File: config.mk
export PLATFORM = sky130hd
export DESIGN_NAME = hand_paddle
export DESIGN_NICKNAME = d
export VERILOG_FILES = /design/src/rtl/ballplayer_pkg.sv /design/src/rtl/btn_debounce.sv /design/src/rtl/hand_paddle.sv
export SDC_FILE = /design/constraint.sdc
export NUM_CORES = 1
export LEC_CHECK = 0
export CAP_MARGIN = 30
export CORE_ASPECT_RATIO = 0.75
export CORE_MARGIN = 4
export CORE_UTILIZATION = 57
export DETAILED_ROUTE_END_ITERATION = 8
export MAX_ROUTING_LAYER = met4
export PLACE_DENSITY = 0.82
export SYNTH_ARGS = -nofsm -noshare
export SYNTH_HDL_FRONTEND = slang
export SYNTH_SLANG_ARGS = --single-unit
File: constraint.sdc
create_clock -name clk -period 11.7 [get_ports clk]
set_clock_uncertainty 0.05 [all_clocks]
set_input_delay 1.755 -clock clk [delete_from_list [all_inputs] [get_ports clk]]
set_output_delay 1.755 -clock clk [all_outputs]
set_load 0.05 [all_outputs]
File: src/rtl/ballplayer_pkg.sv
// rtl/ballplayer_pkg.sv - shared ball-physics constants and paddle state encoding
package ballplayer_pkg;

   // Screen height shared with the bounce engine.
   localparam int SCREEN_MAX_Y = 309;

   // Clock cycles per physics frame (12 MHz -> ~18.2 ms).
   localparam int FRAME_DIV = 219089;

   typedef enum logic [1:0] {
      PS_IDLE = 2'd0,
      PS_UP   = 2'd1,
      PS_DOWN = 2'd2
   } paddle_state_t;

   // Clip an unsigned value into the 8-bit velocity range.
   function automatic logic [7:0] sat255(input logic [9:0] v);
      return (v > 10'd255) ? 8'd255 : v[7:0];
   endfunction

endpackage

File: src/rtl/btn_debounce.sv
// rtl/btn_debounce.sv - two-flop synchronizer followed by a stable-count debouncer
module btn_debounce #(
   parameter int DB_CYCLES = 60000
) (
   input  logic clk,
   input  logic rst,
   input  logic din,
   output logic dout
);

   localparam int CW = $clog2(DB_CYCLES + 1);
   localparam logic [CW-1:0] CNT_LAST = CW'(DB_CYCLES - 1);

   logic          r_sync1;
   logic          r_sync2;
   logic          r_dout;
   logic [CW-1:0] r_cnt;

   // Synchronize the raw button and flip the debounced level only after it has
   // disagreed for DB_CYCLES consecutive cycles; any agreement restarts the run.
   always_ff @(posedge clk) begin
      if (rst) begin
         r_sync1 <= 1'b0;
         r_sync2 <= 1'b0;
         r_dout  <= 1'b0;
         r_cnt   <= '0;
      end else begin
         r_sync1 <= din;
         r_sync2 <= r_sync1;
         if (r_sync2 != r_dout) begin
            if (r_cnt == CNT_LAST) begin
               r_dout <= r_sync2;
               r_cnt  <= '0;
            end else begin
               r_cnt  <= r_cnt + CW'(1);
            end
         end else begin
            r_cnt <= '0;
         end
      end
   end

   assign dout = r_dout;

endmodule

File: src/rtl/hand_paddle.sv
// rtl/hand_paddle.sv - button-driven catcher position and upward swing speed per frame
module hand_paddle
   import ballplayer_pkg::*;
#(
   parameter int         TICK_DIV  = FRAME_DIV,
   parameter int         DB_CYCLES = 60000,
   parameter logic [8:0] Y_MIN     = 9'd20,
   parameter logic [8:0] Y_MAX     = 9'd300,
   parameter logic [8:0] HOME_Y    = 9'd200,
   parameter logic [3:0] V0        = 4'd1,
   parameter logic [3:0] ACCEL     = 4'd1,
   parameter logic [3:0] VMAX      = 4'd12
) (
   input  logic       clk,
   input  logic       rst,
   input  logic       btn_up,
   input  logic       btn_down,
   input  logic       lock,
   output logic [8:0] handline,
   output logic [7:0] hand_velocity,
   output logic       frame_tick
);

   localparam int FCW = (TICK_DIV > 1) ? $clog2(TICK_DIV) : 1;
   localparam logic [FCW-1:0] FRAME_LAST = FCW'(TICK_DIV - 1);

   logic [FCW-1:0] r_frame_cnt;
   logic           w_tick;

   logic           w_up_db;
   logic           w_dn_db;
   logic           w_move_up;
   logic           w_move_dn;

   paddle_state_t  r_state;
   paddle_state_t  w_state_nxt;
   paddle_state_t  w_dir;
   logic [3:0]     r_speed;
   logic [3:0]     w_speed_nxt;
   logic [8:0]     r_handline;
   logic [8:0]     w_handline_nxt;
   logic [7:0]     r_velocity;
   logic [7:0]     w_velocity_nxt;

   logic [4:0]     w_spd_inc;
   logic [3:0]     w_spd;
   logic [9:0]     w_floor;
   logic [9:0]     w_sum_dn;

   btn_debounce #(.DB_CYCLES(DB_CYCLES)) u_db_up (
      .clk  (clk),
      .rst  (rst),
      .din  (btn_up),
      .dout (w_up_db)
   );

   btn_debounce #(.DB_CYCLES(DB_CYCLES)) u_db_dn (
      .clk  (clk),
      .rst  (rst),
      .din  (btn_down),
      .dout (w_dn_db)
   );

   // Free-running frame divider; the tick marks the last cycle of each frame.
   always_ff @(posedge clk) begin
      if (rst) begin
         r_frame_cnt <= '0;
      end else if (r_frame_cnt == FRAME_LAST) begin
         r_frame_cnt <= '0;
      end else begin
         r_frame_cnt <= r_frame_cnt + FCW'(1);
      end
   end

   assign w_tick = (r_frame_cnt == FRAME_LAST);

   // Lock wins over the buttons; both or neither pressed means no motion.
   assign w_move_up = w_up_db & ~w_dn_db & ~lock;
   assign w_move_dn = w_dn_db & ~w_up_db & ~lock;
   assign w_dir     = w_move_up ? PS_UP : PS_DOWN;

   // Speed restarts at V0 on a new direction, otherwise accelerates up to VMAX.
   assign w_spd_inc = {1'b0, r_speed} + {1'b0, ACCEL};
   assign w_spd     = (r_state != w_dir) ? V0 :
                      ((w_spd_inc > {1'b0, VMAX}) ? VMAX : w_spd_inc[3:0]);

   // 10-bit move arithmetic so neither limit can wrap.
   assign w_floor   = {1'b0, Y_MIN} + {6'd0, w_spd};
   assign w_sum_dn  = {1'b0, r_handline} + {6'd0, w_spd};

   // Next state, speed, position and swing velocity; everything holds off-tick.
   always_comb begin
      w_state_nxt    = r_state;
      w_speed_nxt    = r_speed;
      w_handline_nxt = r_handline;
      w_velocity_nxt = r_velocity;
      if (w_tick) begin
         if (w_move_up) begin
            w_state_nxt = PS_UP;
            if (({1'b0, r_handline} < w_floor) || (r_handline == Y_MIN)) begin
               // Move truncated at the top limit (or no room at all): stop.
               w_handline_nxt = Y_MIN;
               w_speed_nxt    = 4'd0;
            end else begin
               w_handline_nxt = r_handline - {5'd0, w_spd};
               w_speed_nxt    = w_spd;
            end
            w_velocity_nxt = (w_handline_nxt < r_handline) ?
                             sat255({4'd0, w_speed_nxt, 2'b00}) : 8'd0;
         end else if (w_move_dn) begin
            w_state_nxt = PS_DOWN;
            if ((w_sum_dn > {1'b0, Y_MAX}) || (r_handline == Y_MAX)) begin
               w_handline_nxt = Y_MAX;
               w_speed_nxt    = 4'd0;
            end else begin
               w_handline_nxt = w_sum_dn[8:0];
               w_speed_nxt    = w_spd;
            end
            w_velocity_nxt = 8'd0;
         end else begin
            w_state_nxt    = PS_IDLE;
            w_speed_nxt    = 4'd0;
            w_velocity_nxt = 8'd0;
         end
      end
   end

   // Paddle state register; position and velocity update on the same edge.
   always_ff @(posedge clk) begin
      if (rst) begin
         r_state    <= PS_IDLE;
         r_speed    <= 4'd0;
         r_handline <= HOME_Y;
         r_velocity <= 8'd0;
      end else begin
         r_state    <= w_state_nxt;
         r_speed    <= w_speed_nxt;
         r_handline <= w_handline_nxt;
         r_velocity <= w_velocity_nxt;
      end
   end

   assign handline      = r_handline;
   assign hand_velocity = r_velocity;
   assign frame_tick    = w_tick;

endmodule

=== Word-level counts from Yosys, hierarchy flattened ===
Index checks and enable logic that the tools add are counted.

* $add $sub $neg: 7
* $mul: 0
* Divide/modulo/power cells: 0
* Magnitude comparators: 4
* Equal/unequal tests: 8
* Shifts and indexed selects: 0
* Muxes and demuxes: 17
* Bitwise operators: 9
* Reduce and logical (&&, ||, !) cells: 9

{| class="wikitable"
|+ Operator list
! operator !! number
|-
| two-way mux 9 bit || 6
|-
| adder 16 x 1 -> 16 bit, second input constant || 2
|-
| equality test 16 bit, second input constant || 2
|-
| two-way mux 4 bit || 6
|-
| adder 18 x 1 -> 18 bit, second input constant || 1
|-
| equality test 18 bit, second input constant || 1
|-
| two-way mux 6 bit || 2
|-
| adder 9 x 4 -> 10 bit || 1
|-
| greater-than comparator 10 x 9 -> 1 bit, second input constant || 1
|-
| equality test 9 x 5 -> 1 bit, second input constant || 1
|-
| equality test 9 bit, second input constant || 1
|-
| < comparator 9 x 6 -> 1 bit || 1
|-
| < comparator 9 bit || 1
|-
| subtractor 9 x 4 -> 9 bit || 1
|-
| adder 5 x 4 -> 6 bit, first input constant || 1
|-
| two-way mux 2 bit || 3
|-
| AND reduction 2 bit || 3
|-
| OR reduction 3 bit || 2
|-
| adder 4 x 1 -> 5 bit, second input constant || 1
|-
| greater-than comparator 5 x 4 -> 1 bit, second input constant || 1
|-
| inverter 1 bit || 5
|-
| AND 1 bit || 4
|-
| logical OR 1 bit || 2
|-
| != test 1 bit || 2
|-
| 3 further kinds || 3
|}

* Flip-flop bits (word level): 79
* Latch bits: 0
* Memory bits (writable): 0
* Memory bits (read-only): 0
* Bits of input ports: 5
* Output and inout bits: 18
* Word-level logic and storage cells: 67
* Memories: 0

=== Logic depth before layout (Yosys ltp) ===
* Depth after elaboration: 15
* Mapped depth: 23
* Mapped depth without buffers: 22

=== Cells and area by module ===
A second synthesis with hierarchy kept.

* Cells, all modules: 517
* Area total of the unflattened synthesis: 4461.8 µm²

{| class="wikitable"
|+ By module, submodules not included
! module !! times used !! cells an instance !! area each (µm²) !! sequential area each (µm²)
|-
| hand_paddle || 1 || 339 || 2742.6 || 740.7
|-
| btn_debounce || 2 || 89 || 859.6 || 380.4
|}

=== Worst setup path after synthesis ===
Ideal clock, no wire load.

* Path type: in2reg
* Start: input port lock
* End: register r_velocity[3] (netlist: hand_velocity[3])
* Setup time: 0.075 ns
* Data arrival time: 4.984 ns
* Required time: 11.575 ns
* Setup slack: 6.591 ns
* Stages on the path: 21
* Path buffers: 1
* Cells stage by stage: or2_0 -> buf_2 -> nand2_1 -> o22ai_2 -> o211ai_1 -> inv_1 -> ha_1 -> ha_1 -> a21o_1 -> nand2_1 -> nand3b_1 -> o21a_1 -> and2_1 -> ha_1 -> a211oi_1 -> nor2_1 -> o311ai_0 -> nor2_1 -> o221ai_1 -> nand4_1 -> o21ai_0

* Word-level cells in the longest chain between the ends: 14
* Elaborated cells between the ends (all ways): 16
* Classes of those cells: add/sub (2); order compare (2); eq/ne (1); mux (8); bitwise (2); reduce/logical (1)

{| class="wikitable"
|+ Ends and longest elaborated chain
! item !! line !! RTL
|-
| start, declared || hand_paddle.sv:18 || <nowiki>input logic lock,</nowiki>
|-
| inverter 1 bit (*) || hand_paddle.sv:78 || <nowiki>assign w_move_up = w_up_db & ~w_dn_db & ~lock;</nowiki>
|-
| AND 1 bit (*) || hand_paddle.sv:78 ||
|-
| two-way mux 2 bit || hand_paddle.sv:80 || <nowiki>assign w_dir = w_move_up ? PS_UP : PS_DOWN;</nowiki>
|-
| != test 2 bit || hand_paddle.sv:84 || <nowiki>assign w_spd = (r_state != w_dir) ? V0 :</nowiki>
|-
| two-way mux 4 bit || hand_paddle.sv:84 ||
|-
| adder 5 x 4 -> 6 bit || hand_paddle.sv:88 || <nowiki>assign w_floor = {1'b0, Y_MIN} + {6'd0, w_spd};</nowiki>
|-
| < comparator 9 x 6 -> 1 bit || hand_paddle.sv:100 || <nowiki>if (({1'b0, r_handline} < w_floor) || (r_handline == Y_MIN)) begin</nowiki>
|-
| logical OR 1 bit || hand_paddle.sv:100 ||
|-
| two-way mux 9 bit || hand_paddle.sv:100 ||
|-
| two-way mux 9 bit || hand_paddle.sv:98 || <nowiki>if (w_move_up) begin</nowiki>
|-
| two-way mux 9 bit || hand_paddle.sv:97 || <nowiki>if (w_tick) begin</nowiki>
|-
| < comparator 9 bit || hand_paddle.sv:108 || <nowiki>w_velocity_nxt = (w_handline_nxt < r_handline) ?</nowiki>
|-
| two-way mux 6 bit || hand_paddle.sv:108 ||
|-
| two-way mux 6 bit (*) || hand_paddle.sv:98 ||
|-
| end signal, assigned || hand_paddle.sv:139 || <nowiki>r_velocity <= w_velocity_nxt;</nowiki>
|-
| end, declared || hand_paddle.sv:42 || <nowiki>logic [7:0] r_velocity;</nowiki>
|}

Every way passes the cells marked *; elsewhere a longest branch is shown, timed or not. The select of a mux whose other input is x is not followed.
A chain may end at the register's enable or synchronous reset.

=== Worst setup path after layout ===
Same ends and word-level chain as after synthesis.

==> impl_metrics.json <==
{
  "core-area_um2": 7331,
  "slew_headroom_pct": 56.89,
  "power_density_nw_per_um2": 98.09,
  "seq_area_frac_synth_pct": 34.88,
  "crit_required_ps": 11930,
  "track_usage_pct": 23.01,
  "antenna_found_initial": 0,
  "avgSynthCellArea_um2": 8.183,
  "yosysWarnings": 0,
  "synth-seq-cells": 75,
  "dr.pass1.iters": 6,
  "io_pins": 23,
  "nets": 568,
  "globalRouteOverflowTotal": 0,
  "yosys.area_share.simple_pct": 26.80,
  "clock_sinks": 75,
  "syn_to_final_growth_pct": 9.622,
  "rrSetupSlack_ps": 6840,
  "cts_root_buffer": "clkbuf_8",
  "slew_viol_final": 0,
  "port_buffers": 18,
  "grt_pass1_wl_mm": 16.33,
  "diodes": 0,
  "drive_gt1_share_pct": 5.882,
  "chipWidth_um": 108.3,
  "synth_xor_xnor_area_share_pct": 10.78,
  "criticalPathCategory": "input pin to flip-flop",
  "crit_chain": "clkdlybuf4s50_1 -> or2_0 -> nand2_1 -> o22ai_2 -> o211ai_1 -> inv_1 -> ha_1 -> ha_1 -> a21o_1 -> nand2_1 -> nand3b_1 -> o21ai_1 -> a211oi_1 -> ha_1 -> o21ai_0 -> nor2_1 -> o311ai_0 -> nor2_1 -> o221ai_1 -> nand4_1 -> o21ai_0",
  "timing.max_cap.violations": 0,
  "htreeDepth": 3,
  "hold_viol": 0,
  "place_congestion": 0.9496,
  "wl_mm": 9.806,
  "wl_per_cell_um": 15.20,
  "die_y_um": 83.26,
  "cts_tree": "built",
  "viasPerCell": 5.758,
  "synth_top_family_by_area": "simple AND/OR/NAND/NOR gates",
  "min_period_ps": 6242,
  "tightest_slew_ps": 646.6,
  "clockBufferDepth": 2,
  "drtIter0Drc": 371,
  "tns_ps": 0,
  "setup_viol": 0,
  "dr_total_vias": 3714,
  "synth_top_area_cell": "dfxtp_1",
  "startpoint_type": "input pin",
  "p_leak_nw": 1.682,
  "synth_edf_count": 0,
  "hold_buffers": 0,
  "dpl.hpwl_mm": 7.253,
  "critPathTopFamily": "compound AO/OA/AOI/OAI gates",
  "hold_path.class": "flip-flop to flip-flop",
  "synth_fa_ha_area_share_pct": 7.326,
  "crit_top_cell": "ha_1",
  "fin_ws_ps": 5458,
  "ctsResizeCount": 0,
  "cp_num_cells": 21,
  "drc": 0,
  "post_cts_buffers": 0,
  "synth_compound_gate_area_share_pct": 14.16,
  "reg2regPathDepth": 21,
  "worstPathArrival_ps": 6470,
  "preCtsSetupSlack_ps": 5230,
  "clk_pin_slew_ps": 80,
  "grt_max_degree": 27,
  "end_kind": "flip-flop",
  "async_reset_ff_share_pct": 0,
  "worst_ir_drop_vdd_mv": 0.08527,
  "cp_max_fo": 10,
  "max_stage_delay_ps": 550,
  "row_count": 27,
  "max_freq_ghz": 0.1602,
  "initial_utilization_pct": 58.71,
  "cp_num_buf_inv": 2,
  "synth_top_area_share_pct": 34.88,
  "rsz0062_at_grt": "false",
  "status": "complete, no violations",
  "cts_buffers": 9,
  "yosys-top-cells-area": "dfxtp_1 35%, nor2_1 7.4%, ha_1 6.4%, xor2_1 6.1%, xnor2_1 4.7%",
  "grt_pass1_vias": 3359,
  "syn_area_um2": 4304,
  "postSynthCellCount": 526,
  "drtAntennaViolNets": 0,
  "yosysUniqueCellTypes": 64,
  "min_path_cells": 1,
  "synth_mux_area_share_pct": 1.192,
  "crit_path_top_delay_cell": "clkdlybuf4s50_1",
  "clk_latency_ps": 350,
  "ys.flop_type": "dfxtp_1",
  "die_area_um2": 9020,
  "fin_crit_sh_pct": 53.35
}
-- worst reg2reg max path: stages, from the launching register on --
cell,delay (ps)
dfxtp_1,400
nand2b_1,190
or2_0,540
nand2_1,140
o22ai_2,210
o211ai_1,220
inv_1,140
ha_1,180
ha_1,240
a21o_1,180
nand2_1,60
nand3b_1,110
o21ai_1,490
a211oi_1,150
ha_1,330
o21ai_0,90
nor2_1,60
o311ai_0,280
nor2_1,90
o221ai_1,240
nand4_1,210
o21ai_0,210
-- cell usage after synthesis, drive strengths merged, types with 4 or more instances --
cell type	instances
o211ai	4
dfxtp	75
nor2b	11
and2	5
clkbuf	10
mux2i	4
nand3	32
a21oi	19
a211oi	9
nand4	6
inv	25
xor2	30
nand4b	4
buf	11
and3	12
a21o	8
o21ai	19
or3	4
nand2	46
xnor2	23
ha	22
nand2b	7
nor2	87
nor3	9
-- worst paths after layout --
path	start	to
min	u_db_up.r_cnt[0]	u_db_up.r_cnt[0]
max reg2reg	u_db_dn.dout	hand_velocity[3]
max	lock	hand_velocity[3]
min reg2reg	u_db_up.r_cnt[0]	u_db_up.r_cnt[0]
-- where the power goes --
group	total (mW)	switching [mW]	leakage, nW	internal [mW]
clock network	0.193	0.0955	0.0950	0.0975
logic	0.0116	0.00821	0.982	0.00337
registers	0.258	0.00149	0.606	0.257
total	0.463	0.105	1.68	0.358
-- layer usage --
metal	share of wire (%)	global-route usage, %	vias to the layer above
met5	0	-	-
met4	1.3	4.931	0
met3	7.4	5.750	18
met2	42	30.76	140
met1	49	34.63	1725
li1	-	-	1831
-- logic make-up (layout without fill, tap and decap cells) --
kind of cell             Yosys count  after routing
flip-flops                        75             75
other                              1              4
AO/OA/AOI/OAI                     84             84
adder cells (fa/ha/maj)           24             24
multiplexers                       5              5
buffers and inverters             46             61
AND/OR/NAND/NOR                  238            238
XOR/XNOR                          53             53
-- stage by stage --
| stage | hold slack (ps) | cell area, um2 | utilization (%) | cells | power [mW] |
|---|---|---|---|---|---|
| 2_1_floorplan | 363.8 | 4315 | - | 529 | 0.2734 |
| 3_3_place_gp | 384.0 | 4526 | 61.73 | 629 | 0.2754 |
| 3_5_place_dp | 376.4 | 4526 | 61.73 | 629 | 0.2756 |
| 4_1_cts | 404.5 | 4718 | 64.36 | 645 | 0.4685 |
| 5_1_grt | 419.3 | 4718 | 64.36 | 645 | 0.4835 |
| 6_report | 399.5 | 4718 | 64.36 | 645 | 0.4628 |
-- area by class of cell --
cell class,count,area [um2]
Tap cell,101,126.4
Clock inverter,7,68.82
Fill cell,658,2613
Clock buffer,9,123.9
Multi-Input combinational cell,408,2609
Sequential cell,75,1501
Timing Repair Buffer,20,195.2
Inverter,25,93.84
-- registers in the layout, indices dropped and copies added, names as in the netlist, 2 cells and up --
name	cells
u_db_dn.r_cnt	16
r_frame_cnt	18
u_db_up.r_cnt	16
r_speed	4
handline	9
r_state	2
hand_velocity	4
-- placed cells by master (no fill, tap or decap), types with 3 or more instances in the layout --
| master | synthesis | routed |
|---|---|---|
| xnor2_1 | 23 | 23 |
| inv_1 | 24 | 24 |
| a21oi_1 | 18 | 18 |
| dfxtp_1 | 75 | 75 |
| and2_1 | 5 | 5 |
| or3_1 | 4 | 4 |
| o211ai_1 | 4 | 4 |
| nand2_1 | 46 | 46 |
| and3_1 | 12 | 12 |
| clkbuf_8 | 0 | 9 |
| o21ai_0 | 16 | 16 |
| nand4b_1 | 4 | 4 |
| xor2_1 | 30 | 30 |
| clkinv_2 | 0 | 3 |
| nor4_1 | 3 | 3 |
| ha_1 | 22 | 22 |
| a211oi_1 | 9 | 9 |
| o21ai_1 | 3 | 3 |
| nand3b_1 | 3 | 3 |
| clkdlybuf4s50_1 | 0 | 18 |
| mux2i_1 | 4 | 4 |
| nand3_1 | 31 | 31 |
| nand4_1 | 6 | 6 |
| nor3_1 | 9 | 9 |
| a21o_1 | 8 | 8 |
| conb_1 | 1 | 4 |
| nor2_1 | 85 | 85 |
| nor2b_1 | 10 | 10 |
| nand2b_1 | 7 | 7 |
Note: power is estimated with default switching activity, not from simulation.
